File: src/rtl/reset_seq_pkg.sv
// Shared types for the reset sequencer: FSM states and reset-cause encoding.
package reset_seq_pkg;

    typedef enum logic [1:0] {
        HOLD    = 2'd0,
        RELEASE = 2'd1,
        RUN     = 2'd2
    } state_e;

    typedef enum logic [1:0] {
        CAUSE_NONE = 2'b00,
        CAUSE_POR  = 2'b01,
        CAUSE_SW   = 2'b10,
        CAUSE_WDT  = 2'b11
    } cause_e;

    function automatic int max_int(input int a, input int b);
        return (a > b) ? a : b;
    endfunction

endpackage

File: src/rtl/reset_sync.sv
// Two-stage reset synchronizer: asserts asynchronously, deasserts on the
// second rising clock edge after the reset input falls.
module reset_sync (
    input  logic clock,
    input  logic reset,
    output logic sync_reset
);

    logic stage1;

    always_ff @(posedge clock or posedge reset) begin
        if (reset) begin
            stage1     <= 1'b1;
            sync_reset <= 1'b1;
        end else begin
            stage1     <= 1'b0;
            sync_reset <= stage1;
        end
    end

endmodule

File: src/rtl/reset_sequencer.sv
// Central reset controller: asserts all domain resets together, releases them
// in ascending order with programmable gaps. Cause register under RESET_SEQ_CAUSE_EN.
module reset_sequencer
    import reset_seq_pkg::*;
#(
    parameter int NUM_DOMAINS  = 4,
    parameter int HOLD_CYCLES  = 8,
    parameter int DELAY_CYCLES = 4
) (
    input  logic                   _iClk,
    input  logic                   _iReset,
    input  logic                   _iSwReq,
    input  logic                   _iWdtExpire,
    input  logic                   _iCauseClr,
    output logic [NUM_DOMAINS-1:0] _oDomainReset,
    output logic                   _oBusy,
    output logic [1:0]             _oResetCause
);

    localparam int CNT_W = $clog2(max_int(HOLD_CYCLES, DELAY_CYCLES) + 1);
    localparam int IDX_W = $clog2(NUM_DOMAINS) + 1;

    logic                   sync_rst;
    logic                   reset_event;
    state_e                 state_q, state_d;
    logic [CNT_W-1:0]       cnt_q, cnt_d;
    logic [IDX_W-1:0]       idx_q, idx_d;
    logic [NUM_DOMAINS-1:0] dom_q, dom_d;
    logic                   busy_q, busy_d;

    reset_sync u_reset_sync (
        .clock      (_iClk),
        .reset      (_iReset),
        .sync_reset (sync_rst)
    );

    assign reset_event = _iSwReq | _iWdtExpire;

    // Board reset asserts everything at once; the synchronized copy only
    // holds the sequencer idle until its release is safely clocked.
    always_ff @(posedge _iClk or posedge _iReset) begin
        if (_iReset) begin
            state_q <= HOLD;
            cnt_q   <= '0;
            idx_q   <= '0;
            dom_q   <= '1;
            busy_q  <= 1'b1;
        end else if (sync_rst) begin
            state_q <= HOLD;
            cnt_q   <= '0;
            idx_q   <= '0;
            dom_q   <= '1;
            busy_q  <= 1'b1;
        end else begin
            state_q <= state_d;
            cnt_q   <= cnt_d;
            idx_q   <= idx_d;
            dom_q   <= dom_d;
            busy_q  <= busy_d;
        end
    end

    always_comb begin
        state_d = state_q;
        cnt_d   = cnt_q;
        idx_d   = idx_q;
        dom_d   = dom_q;
        busy_d  = busy_q;

        case (state_q)
            HOLD: begin
                if (cnt_q == CNT_W'(HOLD_CYCLES - 1)) begin
                    dom_d[0] = 1'b0;
                    cnt_d    = '0;
                    if (NUM_DOMAINS == 1) begin
                        state_d = RUN;
                        busy_d  = 1'b0;
                    end else begin
                        state_d = RELEASE;
                        idx_d   = IDX_W'(1);
                    end
                end else begin
                    cnt_d = cnt_q + CNT_W'(1);
                end
            end
            RELEASE: begin
                if (cnt_q == CNT_W'(DELAY_CYCLES - 1)) begin
                    for (int i = 0; i < NUM_DOMAINS; i++) begin
                        if (idx_q == IDX_W'(i)) begin
                            dom_d[i] = 1'b0;
                        end
                    end
                    cnt_d = '0;
                    idx_d = idx_q + IDX_W'(1);
                    if (idx_q == IDX_W'(NUM_DOMAINS - 1)) begin
                        state_d = RUN;
                        busy_d  = 1'b0;
                    end
                end else begin
                    cnt_d = cnt_q + CNT_W'(1);
                end
            end
            RUN: begin
                dom_d  = '0;
                busy_d = 1'b0;
            end
            default: begin
                state_d = HOLD;
                cnt_d   = '0;
                idx_d   = '0;
                dom_d   = '1;
                busy_d  = 1'b1;
            end
        endcase

        // A request from any state restarts the whole sequence.
        if (reset_event) begin
            state_d = HOLD;
            cnt_d   = '0;
            idx_d   = '0;
            dom_d   = '1;
            busy_d  = 1'b1;
        end
    end

    assign _oDomainReset = dom_q;
    assign _oBusy        = busy_q;

`ifdef RESET_SEQ_CAUSE_EN
    cause_e cause_q;

    // Watchdog outranks software, and any new event outranks a clear.
    always_ff @(posedge _iClk or posedge _iReset) begin
        if (_iReset) begin
            cause_q <= CAUSE_POR;
        end else if (sync_rst) begin
            cause_q <= CAUSE_POR;
        end else if (_iWdtExpire) begin
            cause_q <= CAUSE_WDT;
        end else if (_iSwReq) begin
            cause_q <= CAUSE_SW;
        end else if (_iCauseClr && (state_q == RUN)) begin
            cause_q <= CAUSE_NONE;
        end
    end

    assign _oResetCause = cause_q;
`else
    logic unused_cause_clr;

    assign unused_cause_clr = _iCauseClr;
    assign _oResetCause     = CAUSE_NONE;
`endif

endmodule

File: config.mk
export PLATFORM = sky130hd
export DESIGN_NAME = reset_sequencer
export DESIGN_NICKNAME = d
export VERILOG_FILES = /design/src/rtl/reset_seq_pkg.sv /design/src/rtl/reset_sync.sv /design/src/rtl/reset_sequencer.sv
export SDC_FILE = /design/constraint.sdc
export NUM_CORES = 1
export LEC_CHECK = 0
export ABC_CLOCK_PERIOD_IN_PS = 2200
export BUFFER_PORTS_ARGS = -buffer_cell sky130_fd_sc_hd__buf_2
export CORE_MARGIN = 2
export CORE_UTILIZATION = 55
export DETAILED_ROUTE_END_ITERATION = 7
export GPL_ROUTABILITY_DRIVEN = 1
export PLACE_DENSITY = 0.84
export SLEW_MARGIN = 20
export SYNTH_ARGS = -nofsm -noshare
export SYNTH_HDL_FRONTEND = slang
export SYNTH_SLANG_ARGS = --single-unit
File: constraint.sdc
create_clock -name _iClk -period 2.2 [get_ports _iClk]
set_clock_uncertainty 0.05 [all_clocks]
set_input_delay 0.11 -clock _iClk [delete_from_list [all_inputs] [get_ports _iClk]]
set_output_delay 0.11 -clock _iClk [all_outputs]
set_load 0.03 [all_outputs]
==> metrics.md, run 1 <==
| Metric | Value |
|---|---|
| Combinational share of power | `0.050` |
| Placed inst area | `1070 sq um` |
| Max_slew headroom | `0.631` |
| IO buf count | `8` |
| Initial Util | `0.587` |
| Hold Buf Count CTS | `1` |
| Vias/cell | `5.67` |
| Die width | `47.2 microns` |
| Final setup viols | `0` |
| Sink Count | `15` |
| PwrDens | `420 nW/um^2` |
| Total CTS buffers | `3` |
| Area grow syn2layout | `7.57%` |
| Outcome | `finished clean` |
| WP data required | `2350 ps` |
| Post-CTS setup buffers | `0` |
| VDD IR max | `0.000403 V` |
| I/O pins | `12` |
| Sum of negative setup slack | `0 ps` |
| Row count | `15` |
| Placeable Area | `1750 sq um` |
| Avg WL per Cell | `13.6 microns` |
| Via count | `794` |
| TritonRoute pass-1 iters | `4` |
| Crit path capture type | `flop` |
| Post-synth top cells | `ha_1, a21oi_1, dfrtp_1, inv_1, nor2_1` |
| Critical Path Start Type | `flop` |
| Design area | `1100 sq um` |
| Post-route DRC | `0` |
| Synth top area share | `0.220` |
| Post-layout nets | `132` |
| CP max stage cell | `nor4b_4` |
| Internal | `0.358 mW` |
| CTS Buffer Depth | `2` |
| Fin crit share | `0.915` |
| RD Place Congestion | `0.772` |
| Max Cap Violations | `0` |
| Top cells by area, synth | `dfrtp_1, dfstp_2, ha_1` |
| Max incr delay on CP | `440 ps` |
| Net Switching | `0.105 mW` |
| H-tree levels | `1` |
| Post-Route WL | `1.90 mm` |
| Fill cells | `155` |
| Hold Vio Cnt, Final | `0` |
| Sequential cell area fraction in the yosys report | `0.374` |
| Crit path max fanout | `6` |
| Synth area leader | `dfrtp_1` |
| Tmin final | `2010 ps` |
| Largest net degree at the start of global routing | `16` |
| Die Footprint | `2220 sq um` |
| Total GRT Usage | `0.207` |
| Library cells used by synthesis | `34` |
| Initial antenna violation count | `0` |
| Starting DRT DRC Count | `15` |
| Sw Share | `0.227` |
| CTS clk-pin slew, worst paths | `80 ps` |
| Clock insertion delay at the later pin of the skew report | `290 ps` |
| Die height | `47.2 microns` |
| Layout cells sized above 1 | `0.209` |
| Async S/R FF share, synth | `1.00` |
| CP arrival | `2160 ps` |
| Kind of critical path | `flop to flop` |
| Pleak | `0.455 nW` |
| Final ANT Viol Nets | `0` |
| Max Slew Vio Count | `0` |
| DP Wirelength | `1.43 mm` |
| Global-route wire length before repair | `3.14 mm` |
| Multi-input gate area | `571 sq um` |
| Most used flip-flop cell after synthesis | `dfrtp_1` |
| Share of total power in the clock network | `0.341` |
| Resized Gates After CTS | `0` |
| FF+latch area | `383 sq um` |
| Syn Inst Count | `106` |
| Remaining Overflow, GRT | `0` |
| Critical path, cell by cell | `inv_1 > ha_1 > nor4b_4 > nor3_2 > o31a_1 > a311oi_2` |
| Vias in the first global route | `723` |
| Syn Std Cell Area | `1020 sq um` |
| Synth Register Bits | `15` |
| Post-Syn Area per Cell | `9.67 sq um` |
| TritonCTS clock tree | `yes` |
| Root Driver | `clkbuf_4` |
| Fmax | `497 MHz` |
| Post-synth EDFFs | `0` |
| Count leader, synth | `ha_1` |
| Ant. Diodes | `0` |
| Hold WC Path Type | `input pin to flop` |
| RSZ-0062 raised after global routing | `no` |
| Part of the power in registers | `0.609` |
| YS warnings | `0` |
| Worst Tran Pin Value | `553 ps` |
critical path, delay by kind of cell (launching register included):
kind,cells,cell delay [ps]
simple gates,2,570
compound gates,2,480
flops,1,400
fa+ha+maj,1,320
buf+inv,1,100
cell families after synthesis:
kind of cell             share of synthesized area
AND/OR/NAND/NOR                              0.200
AO/OA/AOI/OAI                                0.193
buffers and inverters                       0.0769
flip-flops                                   0.374
adder cells (fa/ha/maj)                      0.134
other                                      0.00366
XOR/XNOR                                   0.00855
multiplexers                               0.00977
per-stage QoR:
step | hold slack, ps | util | setup WS, ps | power, mW | instances
after detailed placement | 145 | 0.611 | 212 | 0.309 | 135
after global placement | 132 | 0.611 | 246 | 0.308 | 135
after floorplan | -42.8 | - | 388 | 0.304 | 108
after global routing | 155 | 0.632 | 63.3 | 0.483 | 140
after CTS | 147 | 0.632 | 181 | 0.468 | 140
final | 150 | 0.632 | 186 | 0.463 | 140
metal layers:
layer | routed length, microns | up-vias | track usage
li1 | - | 387 | -
met1 | 873 | 383 | 0.258
met2 | 902 | 17 | 0.332
met3 | 68 | 7 | 0.0423
met4 | 55 | 0 | 0.122
met5 | 0 | - | 0
registers in the layout, indices dropped and copies added (netlist names):
| signal | flops |
|---|---|
| u_reset_sync.sync_reset | 1 |
| cnt_q | 4 |
| _oDomainReset | 4 |
| u_reset_sync.stage1 | 1 |
| idx_q | 3 |
| state_q | 2 |
power groups by stage:
| stage | logic (mW) | clock network (mW) | registers [mW] |
|---|---|---|---|
| 2_1_floorplan | 0.0180 | 0 | 0.286 |
| 3_3_place_gp | 0.0215 | 0 | 0.287 |
| 3_5_place_dp | 0.0222 | 0 | 0.287 |
| 4_1_cts | 0.0238 | 0.163 | 0.282 |
| 5_1_grt | 0.0268 | 0.174 | 0.282 |
| 6_report | 0.0233 | 0.158 | 0.282 |
worst paths after layout:
| path | startpoint | endpoint | slack (ps) | depth (start not counted) |
|---|---|---|---|---|
| max | state_q[0]$_DFFE_PP0P_ | idx_q[0]$_DFFE_PP0P_ | 190 | 6 |
| min | _iSwReq | _oDomainReset[2]$_DFFE_PP1P_ | 150 | 4 |
| max reg2reg | state_q[0]$_DFFE_PP0P_ | idx_q[0]$_DFFE_PP0P_ | 190 | 6 |
| min reg2reg | u_reset_sync.stage1$_DFF_PP1_ | u_reset_sync.sync_reset$_DFF_PP1_ | 310 | 0 |
| max in group asynchronous | _iReset | _oDomainReset[1]$_DFFE_PP1P_ | 1370 | 3 |
| min in group asynchronous | _iReset | cnt_q[0]$_DFFE_PP0P_ | 360 | 3 |
cells in the final DEF, fill, tap and decap left out, types with 3 or more instances in the layout:
cell       n
dfstp_2    6
and3_1     4
nor2_1     8
inv_1      9
conb_1     3
buf_2      8
o21ai_0    7
nand2b_1   3
clkbuf_4   3
a21oi_1   10
ha_1      11
nand2_1    6
dfrtp_1    9
cell type report:
class | instances | area share
clock buffers | 4 | 0.0238
inverters | 9 | 0.0306
multi-input cells | 77 | 0.518
flip-flops and latches | 15 | 0.347
well taps | 25 | 0.0284
repair buffers | 10 | 0.0522
No activity file was read; power rests on OpenSTA's default activity.
==> run 2: changes to the inputs <==
CORE_ASPECT_RATIO = 0.6   (was unset)
CORE_UTILIZATION = 30   (was 55)
PLACE_DENSITY = 0.55   (was 0.84)
==> metrics.md, run 2 (synthesized netlist as in run 1, its figures left out) <==
| Metric | Value |
|---|---|
| Outcome | `finished clean` |
| Max Slew Vio Count | `0 (unchanged)` |
| Worst hold start | `_iSwReq` |
| Die height | `49.3 microns (+4.5%)` |
| Pre-CTS setup slack | `190 ps (-22.2 ps)` |
| Commonest non-fill, non-tap cell in the layout | `ha_1` |
| Reg2Reg Launch Point | `state_q[0]$_DFFE_PP0P_` |
| Vias/cell | `4.93 (-13%)` |
| CP max stage cell | `nor4b_4` |
| Worst Tran Pin Value | `585 ps (+31.2 ps)` |
| Total CTS buffers | `3 (unchanged)` |
| PwrDens | `472 nW/um^2 (+12%)` |
| Post-layout nets | `132 (unchanged)` |
| WP data required | `2320 ps (-30 ps)` |
| Met1 wire length | `1.17 mm (+33%)` |
| Post-Route WL | `2.18 mm (+15%)` |
| Met2 wire length | `858 microns (-4.9%)` |
| Initial Util | `0.314 (-0.273)` |
| Ant. Diodes | `0 (unchanged)` |
| CTS Buffer Depth | `2 (unchanged)` |
| H-tree levels | `1 (unchanged)` |
| Critical Path Start Type | `flop` |
| Largest net degree at the start of global routing | `16 (unchanged)` |
| Final std cells w/o fill | `160 (+14%)` |
| Max incr delay on CP | `440 ps (about the same)` |
| IO buf count | `8 (unchanged)` |
| TritonRoute pass-1 iters | `4 (unchanged)` |
| CTS clk-pin slew, worst paths | `70 ps (about the same)` |
| Row count | `16 (+1)` |
| Crit path capture type | `flop` |
| Die Footprint | `3910 sq um (+76%)` |
| CP arrival | `2120 ps (-40 ps)` |
| Hold Vio Cnt, Final | `0 (unchanged)` |
| Starting DRT DRC Count | `68 (+53)` |
| Sum of negative setup slack | `0 ps (unchanged)` |
| Crit path max-delay family | `simple AND/OR/NAND/NOR gates` |
| Total GRT Usage | `0.126 (-0.0812)` |
| Via count | `789 (-0.63%)` |
| Critical path, cell by cell | `inv_1 > ha_1 > nor4b_4 > nor3_2 > o31a_1 > a311oi_2` |
| RD Place Congestion | `0.753 (-2.5%)` |
| Die width | `79.5 microns (+68%)` |
| TritonCTS clock tree | `yes` |
| R2r setup slk | `200 ps (+20 ps)` |
| Fill cells | `346 (+120%)` |
| RSZ-0062 raised after global routing | `no` |
| I/O pins | `12 (unchanged)` |
| Initial antenna violation count | `0 (unchanged)` |
| Final WS setup | `203 ps (+17.1 ps)` |
| Area grow syn2layout | `11.8%` |
| Pleak | `0.463 nW (+1.7%)` |
| VDD IR max | `0.000236 V (-41%)` |
| Post-CTS setup buffers | `0 (unchanged)` |
| Layout cells sized above 1 | `0.209 (unchanged)` |
| Post-layout power | `0.541 mW (+17%)` |
| Clock insertion delay at the later pin of the skew report | `260 ps (-30 ps)` |
| Vias in the first global route | `723 (unchanged)` |
| Cells after DPL | `155 (+15%)` |
| Remaining Overflow, GRT | `0 (unchanged)` |
| Hold WC Path Type | `input pin to flop` |
| Crit path max fanout | `6 (unchanged)` |
| Sink Count | `15 (unchanged)` |
| Post-route DRC | `0 (unchanged)` |
| Crit. Startpoint | `state_q[0]$_DFFE_PP0P_` |
| Max_slew headroom | `0.610 (-0.0208)` |
| Final ANT Viol Nets | `0 (unchanged)` |
| Most frequent cells in the layout | `ha_1, a21oi_1, inv_1, dfrtp_1` |
| Top Metal Used | `met4` |
| Fin crit share | `0.908 (-0.00776)` |
| CP Buf/Inv Count | `1 (unchanged)` |
| Tmin final | `2000 ps (-17.1 ps)` |
| Global-route wire length before repair | `3.69 mm (+18%)` |
| Fmax | `501 MHz (+0.85%)` |
| Final setup viols | `0 (unchanged)` |
| Placeable Area | `3260 sq um (+87%)` |
| DR WL met3 | `120 microns (+76%)` |
| DP Wirelength | `1.64 mm (+15%)` |
| Root Driver | `clkbuf_8` |
| Max Cap Violations | `0 (unchanged)` |
| Avg WL per Cell | `13.6 microns (+0.36%)` |
| Kind of critical path | `flop to flop` |
-- run 2: cell type report --
| type | count | area, sq um | share of cell area |
|---|---|---|---|
| multi-input cells | 77 | 571 | 0.498 |
| flip-flops and latches | 15 | 383 | 0.334 |
| repair buffers | 10 | 57.6 | 0.0502 |
| inverters | 9 | 33.8 | 0.0295 |
| well taps | 45 | 56.3 | 0.0491 |
| clock buffers | 4 | 45.0 | 0.0393 |
-- run 2: through the flow --
| stage | utilization | instance area [sq um] | hold slack, ps |
|---|---|---|---|
| floorplan | - | 1030 | -42.8 |
| global placement | 0.334 | 1090 | 150 |
| detailed placement | 0.334 | 1090 | 156 |
| CTS | 0.351 | 1150 | 175 |
| global route | 0.351 | 1150 | 203 |
| finish | 0.351 | 1150 | 170 |
-- run 2: where the power goes --
group | internal, mW | total, mW | leakage [nW] | switching [mW]
registers | 0.281 | 0.282 | 0.188 | 0.00164
clock network | 0.129 | 0.235 | 0.0228 | 0.107
logic | 0.00686 | 0.0234 | 0.252 | 0.0165
-- run 2: final timing paths --
path,end,depth (start not counted)
setup / recovery,idx_q[0]$_DFFE_PP0P_,6
hold / removal,_oDomainReset[3]$_DFFE_PP1P_,4
setup reg to reg,idx_q[0]$_DFFE_PP0P_,6
hold reg to reg,u_reset_sync.sync_reset$_DFF_PP1_,0
max in group asynchronous,state_q[0]$_DFFE_PP0P_,3
min in group asynchronous,cnt_q[3]$_DFFE_PP0P_,3
-- run 2: repair_timing --
action / 4_1_cts / 5_1_grt
hold endpoints to repair: 9 / 0
resized for setup: 0 / 0
hold buffers: 1 / 0
-- run 2: worst register-to-register path, cell delays in order, from the launching register on --
cell and delay, ps:
dfrtp_1 390, inv_1 100, ha_1 320, nor4b_4 440
nor3_2 130, o31a_1 260, a311oi_2 230
-- run 2: per-layer routing --
| metal | vias up | GRT usage |
|---|---|---|
| met3 | 5 | 0.0463 |
| met2 | 17 | 0.164 |
| met4 | 0 | 0.0431 |
| li1 | 383 | - |
| met1 | 384 | 0.187 |
| met5 | - | 0 |
